--- config.mk ---
export PLATFORM = sky130hd
export DESIGN_NAME = rf_write_arbiter
export DESIGN_NICKNAME = d
export VERILOG_FILES = /design/src/rtl/rf_write_arbiter.sv
export SDC_FILE = /design/constraint.sdc
export NUM_CORES = 1
export LEC_CHECK = 0
export CAP_MARGIN = 20
export CORE_MARGIN = 10
export CORE_UTILIZATION = 38
export CTS_CLUSTER_SIZE = 12
export DETAILED_ROUTE_END_ITERATION = 6
export GPL_TIMING_DRIVEN = 0
export PLACE_DENSITY = 0.87
export SYNTH_ARGS = -nofsm -noshare
export SYNTH_HDL_FRONTEND = slang
export SYNTH_SLANG_ARGS = --single-unit
--- constraint.sdc ---
create_clock -name clk -period 2.1 [get_ports clk]
set_input_delay 0.21 -clock clk [delete_from_list [all_inputs] [get_ports clk]]
set_output_delay 0.21 -clock clk [all_outputs]
set_load 0.01 [all_outputs]
--- src/rtl/rf_write_arbiter.sv ---
// Register-file write-port arbiter: round-robin between ALU (A) and load (B)
// writeback, registered write port, and a per-register pending scoreboard.
module rf_write_arbiter #(
  parameter int DATA_W = 32,
  parameter int ADDR_W = 5
) (
  input  logic                   clk,
  input  logic                   reset,
  input  logic                   a_valid,
  input  logic [ADDR_W-1:0]      a_addr,
  input  logic [DATA_W-1:0]      a_data,
  output logic                   a_ready,
  input  logic                   b_valid,
  input  logic [ADDR_W-1:0]      b_addr,
  input  logic [DATA_W-1:0]      b_data,
  output logic                   b_ready,
  input  logic                   rsv_valid,
  input  logic [ADDR_W-1:0]      rsv_addr,
  output logic                   RegWre,
  output logic [ADDR_W-1:0]      wr_addr,
  output logic [DATA_W-1:0]      write_data,
  output logic [2**ADDR_W-1:0]   pending
);

  localparam int NREG = 2**ADDR_W;

  typedef enum logic {
    GRANT_A = 1'b0,
    GRANT_B = 1'b1
  } grant_e;

  grant_e              last_grant_r;
  grant_e              last_grant_s;
  logic                a_ready_s;
  logic                b_ready_s;
  logic [ADDR_W-1:0]   acc_addr_s;
  logic [DATA_W-1:0]   acc_data_s;
  logic                wr_en_s;
  logic [NREG-1:0]     pending_r;
  logic [NREG-1:0]     pending_s;
  logic                reg_wre_r;
  logic [ADDR_W-1:0]   wr_addr_r;
  logic [DATA_W-1:0]   write_data_r;

  // Grant selection: lone requester wins, contention goes to the one not granted last.
  always_comb begin
    a_ready_s    = 1'b0;
    b_ready_s    = 1'b0;
    last_grant_s = last_grant_r;
    if (reset) begin
      a_ready_s = 1'b0;
      b_ready_s = 1'b0;
    end else begin
      case ({a_valid, b_valid})
        2'b10: a_ready_s = 1'b1;
        2'b01: b_ready_s = 1'b1;
        2'b11: begin
          if (last_grant_r == GRANT_B) begin
            a_ready_s = 1'b1;
          end else begin
            b_ready_s = 1'b1;
          end
        end
        default: begin
          a_ready_s = 1'b0;
          b_ready_s = 1'b0;
        end
      endcase
    end
    if (a_ready_s) begin
      last_grant_s = GRANT_A;
    end else if (b_ready_s) begin
      last_grant_s = GRANT_B;
    end else begin
      last_grant_s = last_grant_r;
    end
  end

  // Accepted-write mux; a write to register 0 completes the handshake but is dropped.
  always_comb begin
    acc_addr_s = {ADDR_W{1'b0}};
    acc_data_s = {DATA_W{1'b0}};
    if (a_ready_s) begin
      acc_addr_s = a_addr;
      acc_data_s = a_data;
    end else if (b_ready_s) begin
      acc_addr_s = b_addr;
      acc_data_s = b_data;
    end else begin
      acc_addr_s = {ADDR_W{1'b0}};
      acc_data_s = {DATA_W{1'b0}};
    end
    wr_en_s = (a_ready_s | b_ready_s) && (acc_addr_s != {ADDR_W{1'b0}});
  end

  // Scoreboard next state: clear on issued write, then set on reservation so set wins.
  always_comb begin
    pending_s = pending_r;
    if (wr_en_s) begin
      pending_s[acc_addr_s] = 1'b0;
    end else begin
      pending_s[acc_addr_s] = pending_r[acc_addr_s];
    end
    if (rsv_valid && (rsv_addr != {ADDR_W{1'b0}})) begin
      pending_s[rsv_addr] = 1'b1;
    end else begin
      pending_s[rsv_addr] = pending_s[rsv_addr];
    end
    pending_s[0] = 1'b0;
  end

  // State registers: grant pointer, scoreboard and the registered write port.
  always_ff @(posedge clk) begin
    if (reset) begin
      last_grant_r <= GRANT_B;
      pending_r    <= {NREG{1'b0}};
      reg_wre_r    <= 1'b0;
      wr_addr_r    <= {ADDR_W{1'b0}};
      write_data_r <= {DATA_W{1'b0}};
    end else begin
      last_grant_r <= last_grant_s;
      pending_r    <= pending_s;
      reg_wre_r    <= wr_en_s;
      if (wr_en_s) begin
        wr_addr_r    <= acc_addr_s;
        write_data_r <= acc_data_s;
      end
    end
  end

  assign a_ready    = a_ready_s;
  assign b_ready    = b_ready_s;
  assign RegWre     = reg_wre_r;
  assign wr_addr    = wr_addr_r;
  assign write_data = write_data_r;
  assign pending    = pending_r;

endmodule

==> summary.md, run 1 <==
| Metric | Value |
|---|---|
| Via density per instance | `6.38` |
| Number of sinks handled by clock tree synthesis | `70` |
| Yosys reg bits | `70` |
| Clock edge transition at the registers on the reported setup and hold paths | `about 0.090 ns` |
| Final setup violation count | `56` |
| Maximum number of pins on one net before global-route repair | `15` |
| Height of the die | `116 µm` |
| GRT overflow | `0` |
| Number of clock buffers inserted by TritonCTS | `9` |
| Proportion of synthesized flip-flops having asynchronous set or reset | `0%` |
| Via count of the first global-routing pass | `4449` |
| Ratio of total power to cell area | `587 nW/µm²` |
| Peak clock frequency supported by timing | `404 MHz` |
| Number of input and output port buffers inserted | `154` |
| Most frequent cells after synthesis | `sky130_fd_sc_hd__dfxtp_1, sky130_fd_sc_hd__nor2_1, sky130_fd_sc_hd__nor3_1` |
| Number of placement rows | `34` |
| Overall fraction of global-route tracks in use | `22.6%` |
| Hold bufs inserted after CTS | `0` |
| Share of the synthesized area in the top cell type | `40.3%` |
| Max-capacitance violation count | `0` |
| Share of cells above drive strength 1 | `29.7%` |
| Area of the multi-input gates | `2740 µm²` |
| Yosys Warn Count | `0` |
| Data required, critical path | `2.29 ns` |
| Wire length reported by the detailed router | `roughly 18 mm` |
| Hold Violations, Final | `0` |
| Clock buffer depth | `2` |
| Normalized max-slew margin | `approximately two fifths` |
| Post-Synthesis Net Count | `500` |
| Post-synthesis cell area | `3480 µm²` |
| Endpoint kind of the worst setup timing path | `register` |
| Routability congestion estimate from global placement | `1.01` |
| Final ANT Viol Nets | `0` |
| Most used standard cell by instance count after synthesis | `sky130_fd_sc_hd__dfxtp_1` |
| Global-route wire length before repair | `24.2 mm` |
| Post-route clock period utilization | `118%` |
| Worst-Margin Slew | `0.908 ns` |
| Kind of path behind the tightest hold check | `in2reg` |
| Top cells by area in the synthesized netlist | `sky130_fd_sc_hd__dfxtp_1, sky130_fd_sc_hd__a221oi_1, sky130_fd_sc_hd__nor2_1, sky130_fd_sc_hd__nor3_1, sky130_fd_sc_hd__a21oi_1` |
| Post-synthesis cell type count | `between 50 and 60` |
| Die X | `116 µm` |
| Hold slack final | `0.452 ns` |
| DRC marker count from the first detailed-route iteration | `slightly below 500` |
| Unrepaired setup endpoints after global routing | `yes` |
| Antenna violations before repair | `0` |
| Number of fillers in the final layout | `566` |
| Largest fanout of any net on the critical path | `5` |
| Data arrival time of the worst path | `about 2.7 ns` |
| Number of enable-type register cells in the synthesized netlist | `0` |
| Failing checks | `setup timing` |
| Worst clock skew | `0.00799 ns` |
| Run status | `complete, but fails checks` |
| Routed via count | `~4700` |
| Max rail drop VDD | `385 µV` |
| Fin worst setup slack | `-0.376 ns` |
| CTS tree | `yes` |
| Placement-stage worst setup slack | `-1.04 ns` |
| Post-synthesis cell type with the largest combined area | `sky130_fd_sc_hd__dfxtp_1` |
| Antenna diode count | `0` |
| Clock Root Buffer | `sky130_fd_sc_hd__clkbuf_8` |
| Core ar. | `8810 µm²` |
| Setup slack, reg-to-reg | `-0.38 ns` |
| Max-slew violations | `0` |
| Type of the setup path with the least slack | `reg2reg` |
| TritonRoute pass-1 iters | `5` |
| Crit path launch type | `register` |
| Clock H-tree levels | `3` |
| Post-layout net count | `708` |
| Detailed-route wire length per cell | `24.6 µm` |
| HPWL after detailed placement | `11.7 mm` |
| Leakage component of the power | `0.00237 µW` |
| Gate count of the mapped netlist | `416` |
| Clock Latency Late Sink | `0.35 ns` |
| Total Die Area | `13400 µm²` |
| Area used by sequential logic in the layout | `1410 µm²` |
| Min cycle time layout | `2.48 ns` |
| Initial core utilization | `39.5%` |
| Leading register cell type out of synthesis | `sky130_fd_sc_hd__dfxtp_1` |
| Number of DRC violations after detailed routing | `0` |
| Part of the Yosys area used for sequential elements | `40.3%` |
| Count of boundary I/O pins | `between 150 and 200` |
| Area Overhead vs Synth | `94.8%` |
| Mapped Avg Cell Area | `8.36 µm²` |
[cell type report]
class | instances | area share (%)
Clock buffer | 9 | 1.83
Inverter | 6 | 0.369
Timing Repair Buffer | 197 | 29.4
Sequential cell | 70 | 20.7
Tap cell | 108 | 1.99
Multi-Input combinational cell | 309 | 40.4
Clock inverter | 7 | 1.53
Buffer | 31 | 3.82
[layout by cell type, fill, tap and decap left out, types with 6 or more instances in the layout]
cell type,instances
sky130_fd_sc_hd__a21oi_1,19
sky130_fd_sc_hd__a221oi_2,18
sky130_fd_sc_hd__a221oi_4,14
sky130_fd_sc_hd__a311oi_1,7
sky130_fd_sc_hd__buf_12,7
sky130_fd_sc_hd__buf_4,36
sky130_fd_sc_hd__buf_6,8
sky130_fd_sc_hd__clkbuf_1,11
sky130_fd_sc_hd__clkbuf_8,9
sky130_fd_sc_hd__clkdlybuf4s50_1,151
sky130_fd_sc_hd__dfxtp_1,69
sky130_fd_sc_hd__nand2_1,24
sky130_fd_sc_hd__nand3_1,13
sky130_fd_sc_hd__nor2_1,56
sky130_fd_sc_hd__nor2_2,7
sky130_fd_sc_hd__nor3_1,33
sky130_fd_sc_hd__nor3_2,8
sky130_fd_sc_hd__o21ai_0,6
[sequential cells by signal (all words and copies together) (netlist names)]
| signal | count |
|---|---|
| RegWre | 1 |
| last_grant_r | 1 |
| pending | 31 |
| write_data | 32 |
| wr_addr | 5 |
[routing by layer]
| metal | share of wire (%) | global-route usage (%) |
|---|---|---|
| met1 | 36 | 26.7 |
| met5 | 0 | 0 |
| met4 | 4.6 | 8.76 |
| met2 | 50 | 38.8 |
| met3 | 9.3 | 5.48 |
[repair_timing]
| action | in CTS | in global routing |
|---|---|---|
| resized for setup | 79 | 116 |
| hold endpoints to repair | 0 | 0 |
| cloned | 1 | 7 |
| setup buffers | 22 | 16 |
| pin swaps | 17 | 31 |
| setup endpoints to repair | 63 | 64 |
[report_power, final]
| part | total (µW) | internal (µW) | switching (µW) |
|---|---|---|---|
| Clock | 1280 | 686 | 597 |
| Combinational | 1240 | 616 | 629 |
| Sequential | 1450 | 1400 | 47.6 |
| Total | 3980 | 2700 | 1270 |
[cells by family (layout without fill, tap and decap cells)]
logic type | after synthesis | count (layout) | synth area share [%]
AOI/OAI and AO/OA | 131 | 132 | 30.2
buffers and inverters | 40 | 250 | 5.29
DFF | 70 | 70 | 40.3
muxes | 3 | 3 | 1.15
other | 1 | 1 | 0.108
and+or+nand+nor | 171 | 173 | 23.0
[stage by stage]
step / util, % / instance area, µm² / instances / TNS, ns / power [µW]
detailed placement: 58.6 / 5160 / 678 / -45.04 / 2280
finish: 77.0 / 6780 / 737 / -12.19 / 3980
floorplan: - / 3480 / 416 / -0.345 / 1840
global route: 77.0 / 6780 / 737 / -16.09 / 4100
CTS: 67.1 / 5910 / 714 / -4.85 / 3660
global placement: 58.6 / 5160 / 678 / -41.43 / 2270
[path summary, 6_finish.rpt]
| path | startpoint | endpoint | depth (start not counted) |
|---|---|---|---|
| max reg2reg | last_grant_r | pending[13] | 10 |
| max | last_grant_r | pending[13] | 10 |
| min | b_valid | last_grant_r | 3 |
| min reg2reg | pending[27] | pending[27] | 2 |
[worst max-delay path: stages, from the launching register on]
cell	delay, ns
sky130_fd_sc_hd__dfxtp_4	0.37
sky130_fd_sc_hd__buf_12	0.13
sky130_fd_sc_hd__a21boi_4	0.19
sky130_fd_sc_hd__buf_6	0.13
sky130_fd_sc_hd__a32o_2	0.23
sky130_fd_sc_hd__nand3_4	0.19
sky130_fd_sc_hd__o311ai_4	0.34
sky130_fd_sc_hd__o2111ai_2	0.16
sky130_fd_sc_hd__a41oi_2	0.29
sky130_fd_sc_hd__buf_6	0.18
sky130_fd_sc_hd__a311oi_2	0.10
Power figures use the tool's default switching activity.
==> run 2, diff against run 1 <==
--- a/config.mk
+++ b/config.mk
@@ -12,6 +12,7 @@
 export DETAILED_ROUTE_END_ITERATION = 6
 export GPL_TIMING_DRIVEN = 0
 export PLACE_DENSITY = 0.87
+export SETUP_SLACK_MARGIN = 0.3
 export SYNTH_ARGS = -nofsm -noshare
 export SYNTH_HDL_FRONTEND = slang
 export SYNTH_SLANG_ARGS = --single-unit
==> constraint.sdc (replaced) <==
create_clock -name clk -period 2.1 [get_ports clk]
set_input_delay 0.21 -clock clk [delete_from_list [all_inputs] [get_ports clk]]
set_output_delay 0.21 -clock clk [all_outputs]
set_load 0.02 [all_outputs]
==> run 2 against run 1 <==
The flow still finishes with violations (setup timing). Cell count is 0.95% higher. Maximum frequency is 0.76% lower. Sequential share of layout area increased by 0.22 points.
==> summary.md, run 2 (synthesized netlist as in run 1, its figures left out) <==
| Metric | Value |
|---|---|
| Number of cells in the finished layout apart from fillers | `744` |
| Cell count after placement | `678` |
| Die X | `116 µm` |
| Clock edge transition at the registers on the reported setup and hold paths | `about 0.09 ns` |
| Peak clock frequency supported by timing | `401 MHz` |
| Ratio of total power to cell area | `576 nW/µm²` |
| Number of placement rows | `34` |
| Antenna violations before repair | `0` |
| Final setup violation count | `63` |
| Largest fanout of any net on the critical path | `10` |
| Number of DRC violations after detailed routing | `0` |
| DRC marker count from the first detailed-route iteration | `518` |
| Clock buffer depth | `2` |
| Clock Latency Late Sink | `roughly 0.36 ns` |
| Commonest non-fill, non-tap cells in the layout | `sky130_fd_sc_hd__clkdlybuf4s50_1, sky130_fd_sc_hd__dfxtp_1, sky130_fd_sc_hd__nor2_1, sky130_fd_sc_hd__nor3_1, sky130_fd_sc_hd__buf_4` |
| Max rail drop VDD | `322 µV` |
| Routed via count | `4575` |
| Flip-flop count of the largest register after layout | `32` |
| Total Die Area | `between 10000 and 15000 µm²` |
| GRT overflow | `0` |
| Wire length reported by the detailed router | `17.6 mm` |
| HPWL after detailed placement | `roughly 12 mm` |
| Data required, critical path | `2.36 ns` |
| Critical path's slowest cell | `sky130_fd_sc_hd__dfxtp_4` |
| Largest stage delay on the critical path | `0.36 ns` |
| CTS tree | `yes` |
| Clock Root Buffer | `sky130_fd_sc_hd__clkbuf_8` |
| Number of fillers in the final layout | `602` |
| Clock H-tree levels | `3` |
| Failing checks | `setup timing` |
| Min cycle time layout | `2.50 ns` |
| Via density per instance | `6.15` |
| Global-route wire length before repair | `25.2 mm` |
| Share of cells above drive strength 1 | `29.4%` |
| Kind of path behind the tightest hold check | `in2reg` |
| Max-slew violations | `0` |
| Normalized max-slew margin | `39.5%` |
| Post-route clock period utilization | `119%` |
| Worst-Margin Slew | `0.908 ns` |
| Hold Violations, Final | `0` |
| Data arrival time of the worst path | `~2.8 ns` |
| Type of the setup path with the least slack | `reg2reg` |
| Number of input and output port buffers inserted | `154` |
| Post-layout net count | `715` |
| Overall fraction of global-route tracks in use | `23.7%` |
| Antenna diode count | `0` |
| Most frequent cell on the critical path | `sky130_fd_sc_hd__buf_6` |
| Number of clock buffers inserted by TritonCTS | `9` |
| Crit path launch type | `register` |
| Max-capacitance violation count | `0` |
| Number of sinks handled by clock tree synthesis | `70` |
| Unrepaired setup endpoints after global routing | `yes` |
| Run status | `complete, but fails checks` |
| TritonRoute pass-1 iters | `5` |
| Height of the die | `116 µm` |
| Core ar. | `8810 µm²` |
| Fin worst setup slack | `-0.395 ns` |
| Area Overhead vs Synth | `92.8%` |
| Endpoint kind of the worst setup timing path | `register` |
| Detailed-route wire length per cell | `23.6 µm` |
| Commonest non-fill, non-tap cell in the layout | `sky130_fd_sc_hd__clkdlybuf4s50_1` |
| Count of boundary I/O pins | `156` |
| Routability congestion estimate from global placement | `0.948` |
| Final ANT Viol Nets | `0` |
| Post-place instance area | `just over 5000 µm²` |
| Leakage component of the power | `0.00238 µW` |
| Initial core utilization | `39.5%` |
| Via count of the first global-routing pass | `4588` |
| Maximum number of pins on one net before global-route repair | `14` |
| Worst clock skew | `0.0152 ns` |
| Final design instance area without fill | `6710 µm²` |
| Chain of cells forming the critical path | `nand2b_4, buf_8, a32o_2, buf_6, nand2_2, buf_6, o311ai_1, a31oi_1, a41oi_2, buf_4, a311oi_1` |
run 2: cell types whose count changed in the layout (fill, tap and decap cells not counted), sizes merged:
cell | before | now
clkbuf | 29 | 26
bufinv | 2 | 1
a21boi | 6 | 5
dlymetal6s2s | 0 | 1
nand3 | 17 | 16
nand2b | 4 | 3
buf | 54 | 69
clkinvlp | 0 | 2
inv | 9 | 8
dlygate4sd2 | 3 | 0
run 2: cell type report:
type                            instances  area [µm²]  share of cell area, %
Buffer                                 34         309                   4.61
Clock buffer                            9         124                   1.85
Tap cell                              108         135                   2.01
Inverter                                6        25.0                  0.373
Timing Repair Buffer                  204        2040                   30.5
Multi-Input combinational cell        306        2590                   38.7
Sequential cell                        70        1410                   20.9
Clock inverter                          7        72.6                   1.08
run 2: worst max-delay path, delay by kind of cell, from the launching register on:
kind | cells | cell delay (ns)
DFF | 1 | 0.36
buffers and inverters | 4 | 0.63
AOI/OAI and AO/OA | 5 | 1.15
and+or+nand+nor | 2 | 0.25
run 2: final timing paths:
path	from	to	slack [ns]	cells after the start
max reg2reg	last_grant_r	pending[13]	-0.40	11
min	b_valid	last_grant_r	0.24	3
min reg2reg	pending[4]	pending[4]	0.48	2
max	last_grant_r	pending[13]	-0.40	11
run 2: repair_timing:
item                                    CTS  global route
buffers inserted                         31            16
hold buffers                              0             0
pin swaps                                36            26
endpoints found under the setup margin   71            71
gates resized for setup                 116            91
cloned                                    2             1
run 2: per-layer routing:
metal	share of wire, %	up-vias	global-route usage (%)
li1	-	2063	-
met1	37	2184	27.0
met2	52	273	40.9
met3	8.3	55	6.10
met4	3.2	0	10.6
met5	0	-	0
run 2: report_power, final:
group / switching (µW) / internal, µW
registers: 44.1 / 1400
clock network: 583 / 553
logic: 667 / 619
run 2: stage by stage:
stage	worst slack [ns]	total power, µW	setup TNS, ns	utilization [%]	hold WS (ns)
floorplan	-0.0740	1900	-0.339	-	0.343
global placement	-0.934	2330	-39.19	58.7	0.451
finish	-0.395	3870	-12.72	76.2	0.245
CTS	-0.263	3650	-5.31	69.6	0.471
global route	-0.434	3990	-17.32	76.2	0.281
detailed placement	-0.936	2350	-41.73	58.7	0.461
==> run 3, diff against run 2 <==
--- a/config.mk
+++ b/config.mk
@@ -6,12 +6,12 @@
 export NUM_CORES = 1
 export LEC_CHECK = 0
 export CAP_MARGIN = 20
-export CORE_MARGIN = 10
-export CORE_UTILIZATION = 38
+export CORE_MARGIN = 1
+export CORE_UTILIZATION = 42
 export CTS_CLUSTER_SIZE = 12
 export DETAILED_ROUTE_END_ITERATION = 6
 export GPL_TIMING_DRIVEN = 0
-export PLACE_DENSITY = 0.87
+export PLACE_DENSITY = 0.91
 export SETUP_SLACK_MARGIN = 0.3
 export SYNTH_ARGS = -nofsm -noshare
 export SYNTH_HDL_FRONTEND = slang
==> constraint.sdc (replaced) <==
create_clock -name clk -period 2.6 [get_ports clk]
set_input_delay 0.26 -clock clk [delete_from_list [all_inputs] [get_ports clk]]
set_output_delay 0.26 -clock clk [all_outputs]
set_load 0.02 [all_outputs]
==> run 3 against run 2 <==
The flow now finishes without violations. Critical path depth shrank 2. Sequential share of layout area increased by 2.7 points. Largest cell class unchanged. Register-to-register slack better by 0.50 ns.
==> summary.md, run 3 (synthesized netlist as in run 1, its figures left out) <==
| Metric | Value |
|---|---|
| Area Overhead vs Synth | `71.0%` |
| Data arrival time of the worst path | `2.69 ns` |
| Max rail drop VDD | `292 µV` |
| Largest fanout of any net on the critical path | `10` |
| Clock buffer depth | `2` |
| Commonest non-fill, non-tap cells in the layout | `sky130_fd_sc_hd__clkdlybuf4s50_1, sky130_fd_sc_hd__dfxtp_1, sky130_fd_sc_hd__nor2_1, sky130_fd_sc_hd__nor3_1, sky130_fd_sc_hd__buf_4` |
| Global-route wire length before repair | `21.7 mm` |
| Most frequent cell on the critical path | `sky130_fd_sc_hd__buf_8` |
| Endpoint kind of the worst setup timing path | `register` |
| Ratio of total power to cell area | `487 nW/µm²` |
| CTS tree | `yes` |
| Number of input and output port buffers inserted | `154` |
| Max-capacitance violation count | `0` |
| Height of the die | `93.0 µm` |
| Data required, critical path | `2.80 ns` |
| Final ANT Viol Nets | `0` |
| Peak clock frequency supported by timing | `400 MHz` |
| Number of sinks handled by clock tree synthesis | `70` |
| HPWL after detailed placement | `10.3 mm` |
| Critical path's slowest cell | `sky130_fd_sc_hd__a41oi_4` |
| Worst-Margin Slew | `0.874 ns` |
| Maximum number of pins on one net before global-route repair | `16` |
| TritonRoute pass-1 iters | `5` |
| Run status | `complete, no violations` |
| Routed via count | `around 4600` |
| Routability congestion estimate from global placement | `around 0.95` |
| Crit path launch type | `register` |
| Die X | `93.0 µm` |
| Total Die Area | `8650 µm²` |
| Post-place instance area | `slightly above 5000 µm²` |
| Fin worst setup slack | `0.101 ns` |
| GRT overflow | `0` |
| Post-route clock period utilization | `between 90% and 100%` |
| Max-slew violations | `0` |
| Clock Root Buffer | `sky130_fd_sc_hd__clkbuf_8` |
| Final setup violation count | `0` |
| Hold slack final | `0.408 ns` |
| Final design instance area without fill | `between 5000 and 6000 µm²` |
| DRC marker count from the first detailed-route iteration | `roughly 600` |
| Cell count after placement | `672` |
| Clock edge transition at the registers on the reported setup and hold paths | `0.09 ns` |
| Antenna diode count | `0` |
| Antenna violations before repair | `0` |
| Wire length reported by the detailed router | `16.0 mm` |
| Clock Latency Late Sink | `around 0.37 ns` |
| Chain of cells forming the critical path | `nand2b_4, buf_8, and3_4, buf_8, mux2_4, o41ai_4, o221ai_2, a41oi_4, a311oi_2` |
| Hold Violations, Final | `0` |
| Flip-flop count of the largest register after layout | `32` |
| Number of clock buffers inserted by TritonCTS | `9` |
| Initial core utilization | `between 40% and 50%` |
| Normalized max-slew margin | `41.5%` |
| Largest stage delay on the critical path | `0.40 ns` |
| Clock H-tree levels | `3` |
| Placement-stage worst setup slack | `-0.543 ns` |
| Commonest non-fill, non-tap cell in the layout | `sky130_fd_sc_hd__clkdlybuf4s50_1` |
| Count of boundary I/O pins | `156` |
| Overall fraction of global-route tracks in use | `32.8%` |
| Share of cells above drive strength 1 | `around a fifth` |
| Leakage component of the power | `roughly 0.0021 µW` |
| Number of DRC violations after detailed routing | `0` |
| Kind of path behind the tightest hold check | `in2reg` |
| Via count of the first global-routing pass | `4157` |
| Type of the setup path with the least slack | `reg2reg` |
| Number of placement rows | `32` |
| Via density per instance | `6.42` |
| Detailed-route wire length per cell | `between 20 and 25 µm` |
| Post-layout net count | `690` |
| Worst clock skew | `0.00864 ns` |
| Post-route core utilization | `75.4%` |
| Hold bufs inserted after CTS | `0` |
| Number of cells in the finished layout apart from fillers | `713` |
| Core ar. | `7890 µm²` |
| Unrepaired setup endpoints after global routing | `yes` |
| Min cycle time layout | `2.50 ns` |
## run 3: cell count changes in the layout (fill, tap and decap cells not counted), moves of 4 or more
cell | before | now
sky130_fd_sc_hd__a21oi_1 | 19 | 23
sky130_fd_sc_hd__a221oi_1 | 0 | 16
sky130_fd_sc_hd__a221oi_2 | 21 | 16
sky130_fd_sc_hd__a221oi_4 | 11 | 0
sky130_fd_sc_hd__buf_12 | 5 | 0
sky130_fd_sc_hd__buf_4 | 32 | 27
sky130_fd_sc_hd__buf_6 | 26 | 6
sky130_fd_sc_hd__clkbuf_1 | 10 | 15
sky130_fd_sc_hd__nor3_1 | 36 | 41
sky130_fd_sc_hd__nor3_2 | 5 | 0
sky130_fd_sc_hd__o31ai_4 | 4 | 0
## run 3: layout make-up
cell class	instances	area (µm²)
inverters	6	22.5
well taps	102	128
fillers	533	1940
clock buffers	9	124
multi-input cells	307	2270
flip-flops and latches	70	1410
repair buffers	178	1720
clock inverters	7	61.3
plain buffers	34	219
## run 3: through the flow
stage	power (µW)	TNS, ns
floorplan	1530	0
global placement	1870	-10.30
detailed placement	1890	-14.01
CTS	2770	0
global route	2990	0
finish	2900	0
## run 3: timing repair
action,4_1_cts,5_1_grt
setup buffers,12,11
pin swaps,9,17
gates cloned,1,1
endpoints found under the setup margin,54,49
gates resized for setup,42,65
## run 3: final timing paths
kind / cells after the start / slack [ns] / end / startpoint
min: 3 / 0.41 / last_grant_r / b_valid
max: 9 / 0.10 / pending[13] / last_grant_r
min reg2reg: 2 / 0.48 / pending[4] / pending[4]
max reg2reg: 9 / 0.10 / pending[13] / last_grant_r
## run 3: power by group
part	internal, µW	switching (µW)	total (µW)	leakage [µW]
clock	365	504	868	0.0000888
sequential	1130	37.1	1170	0.000573
combinational	392	469	861	0.00143
## run 3: routing by layer
layer / vias up / wire length (µm) / GRT usage [%]
li1: 1995 / - / -
met1: 2185 / 6030 / 40.6
met2: 335 / 7990 / 54.5
met3: 61 / 1340 / 6.42
met4: 0 / 661 / 15.5
met5: - / 0 / 0
## run 3: critical path, delay by kind of cell (launching register included)
family,cells,cell delay [ns]
compound gates,4,1.08
buf+inv,2,0.27
flops,1,0.35
mux,1,0.32
simple gates,2,0.31
==> patch: new RTL, flow settings as in run 2 <==
Make the reset (`reset`) asynchronous in one clocked block.
--- a/src/rtl/rf_write_arbiter.sv
+++ b/src/rtl/rf_write_arbiter.sv
@@ -110,7 +110,7 @@
   end
 
   // State registers: grant pointer, scoreboard and the registered write port.
-  always_ff @(posedge clk) begin
+  always_ff @(posedge clk or posedge reset) begin
     if (reset) begin
       last_grant_r <= GRANT_B;
       pending_r    <= {NREG{1'b0}};
Check against the original RTL: differs if reset is asserted again (counterexample within 4 cycles, from zero or initial values and one cycle with reset high); with reset held inactive, the same outputs for 4 cycles.
==> patch against run 2 <==
- the run still ends with setup timing left
- sequential cell count did not move
- critical path depth did not move
- worst setup slack got worse by 0.61 ns
- wire length rose by 12%
- cell area rose by 5.7%
- synthesized cell count rose by 11%
- synthesized area rose by 16%
Power is not compared: it rests on default switching activity, and its combinational part moved more than twofold at a synthesized area within 25%.
==> patch: results (changes against run 2) <==
- Final setup fails: 69 (+9.5%)
- Worst Tran Pin Value: 0.893 ns (-0.0152 ns)
- Dpl cells: 749 (+10%)
- # diodes: 0 (unchanged)
- Asr flop ratio synth: 1.00 (+1.00)
- Clk_skew: 0.00789 ns (-0.00731 ns)
- CP Max Fanout: 6 (-4)
- Clock Latency Late Sink: 0.37 ns
- Yosys Warn Count: 0 (unchanged)
- Setup Total Neg Slack: -43.14 ns (-30.41 ns)
- H-tree depth: 3 (unchanged)
- Leakage power: 2.88 nW
- Synth area leaders: dfrtp_1 43%, nand2_1 9.7%, a22oi_1 6.7%, a22oi_2 5.9%, o21ai_0 5.0%
- Filler instances: 737 (+22%)
- Gr usage total: 0.236 (-0.000362)
- GPL Wtd Cong: 0.980 (+3.4%)
- Post-DP Area: 0.00578 sq mm (+12%)
- DP Wirelength: 13.0 mm (+11%)
- Vias: 4983 (+8.9%)
- Num CTS Buffers: 9 (unchanged)
- Synthesized net count: 544 (+8.8%)
- Most common library cells after synthesis: 105 x nand2_1, 69 x dfrtp_1, 40 x nor2_1, 40 x o21ai_0, 36 x a22oi_1
- Clk buf depth: 2 (unchanged)
- CTS Root Cell: clkbuf_8
- Violated checks: setup timing
- Worst Slack Setup Final: -1.01 ns (-0.614 ns)
- Status: finished, violations left
- Drt total wl: 19.6 mm (+12%)
- Number of global-route vias before repair: 4806 (+4.8%)
- Hold Path Class: input port to async pin
- Drt first pass iters: 5 (unchanged)
- I/O Buffers: 153 (-0.65%)
- Initial antenna violation count: 0 (unchanged)
- Starting DRT DRC Count: 649 (+25%)
- Post-synthesis sequential area ratio: 0.433 (+0.0307)
- CP Data Arrival Time: 3.34 ns (+0.58 ns)
- Clock Pin Slew Worst Setup and Hold Paths: 0.08 ns
- Largest net degree at the start of global routing: 41 (+27)
- Worst vdd ir: 0.000535 V
- Synth unique cells: 49 (-17%)
- Cells after Synth: 460 (+11%)
- First-pass GRT wire length: 27.9 mm (+11%)
- Max reg flops: 32 (unchanged)
- Top_reg_cell synth: dfrtp_1
- Layout cells sized above 1: 0.270 (-0.0243)
- DR WL/cell: 23.6 um (-0.28%)
- # nets final: 776 (+8.5%)
[patch: changes by cell type after synthesis, sizes merged, moves of 11 or more]
cell    change
nor2       -23
nor3       -36
dfxtp      -70
a221oi     -32
dfrtp      +69
nand3      -11
o21ai      +33
a22oi      +52
nand2      +79
[patch: cells by family (layout without fill, tap and decap cells)]
kind of cell / after synthesis / in the layout / share of synthesized area
buf+inv: 39 / 276 / 0.0442
other cells: 1 / 1 / 0.000927
flops: 70 / 70 / 0.433
compound gates: 163 / 163 / 0.312
mux: 6 / 6 / 0.0152
simple gates: 181 / 181 / 0.194
[patch: what timing repair did]
item | in CTS | in global routing
resized for setup | 85 | 63
setup buffers | 42 | 21
pin swaps | 20 | 30
gates cloned | 4 | 1
endpoints found under the setup margin | 71 | 71
[patch: critical path, stage by stage (launching register included)]
cell	delay, ns
dfstp_2	0.60
nand2b_4	0.17
buf_6	0.14
a32oi_4	0.19
nor2_2	0.48
nand3_1	0.24
a31oi_2	0.26
o31ai_2	0.12
a2111oi_4	0.37
buf_6	0.21
buf_12	0.13
a22oi_2	0.06
[patch: layer usage]
metal | global-route usage | wire length, um
met1 | 0.294 | 7700
met2 | 0.376 | 9070
met3 | 0.0802 | 2180
met5 | 0 | 0
met4 | 0.0801 | 667
[patch: path summary, 6_finish.rpt]
check                      cells past startpoint  slack (ns)            end     startpoint
hold reg to reg                                2        0.49  write_data[1]  write_data[1]
min in group clk                               2        0.49  write_data[1]  write_data[1]
max in group asynchronous                      3        1.53    pending[27]          reset
setup / recovery                              11       -1.01    pending[28]   last_grant_r
setup reg to reg                              11       -1.01    pending[28]   last_grant_r
hold / removal                                 3        0.26  write_data[9]          reset
[patch: report_power, final]
| group | internal [mW] | total, mW | switching, mW | leakage, nW |
|---|---|---|---|---|
| clock network | 0.670 | 1.24 | 0.575 | 0.110 |
| registers | 1.64 | 1.90 | 0.259 | 0.877 |
| logic | 1.33 | 2.73 | 1.40 | 1.90 |
| total | 3.64 | 5.87 | 2.23 | 2.88 |
[patch: final cells by class]
type	instances	area, sq um	area share
well taps	136	170	0.0240
plain buffers	34	282	0.0397
clock inverters	6	87.6	0.0124
multi-input cells	351	2530	0.357
clock buffers	10	128	0.0180
flip-flops and latches	70	1750	0.247
inverters	5	18.8	0.00265
repair buffers	221	2120	0.299
[patch: metrics by stage]
stage	setup slack, ns	hold WS (ns)	power, mW	utilization
4_1_cts	-0.836	0.236	5.61	0.643
3_3_place_gp	-1.62	0.462	4.06	0.557
6_report	-1.01	0.265	5.87	0.683
3_5_place_dp	-1.66	0.473	4.10	0.557
2_1_floorplan	-0.668	0.294	2.99	-
5_1_grt	-1.07	0.287	6.11	0.683
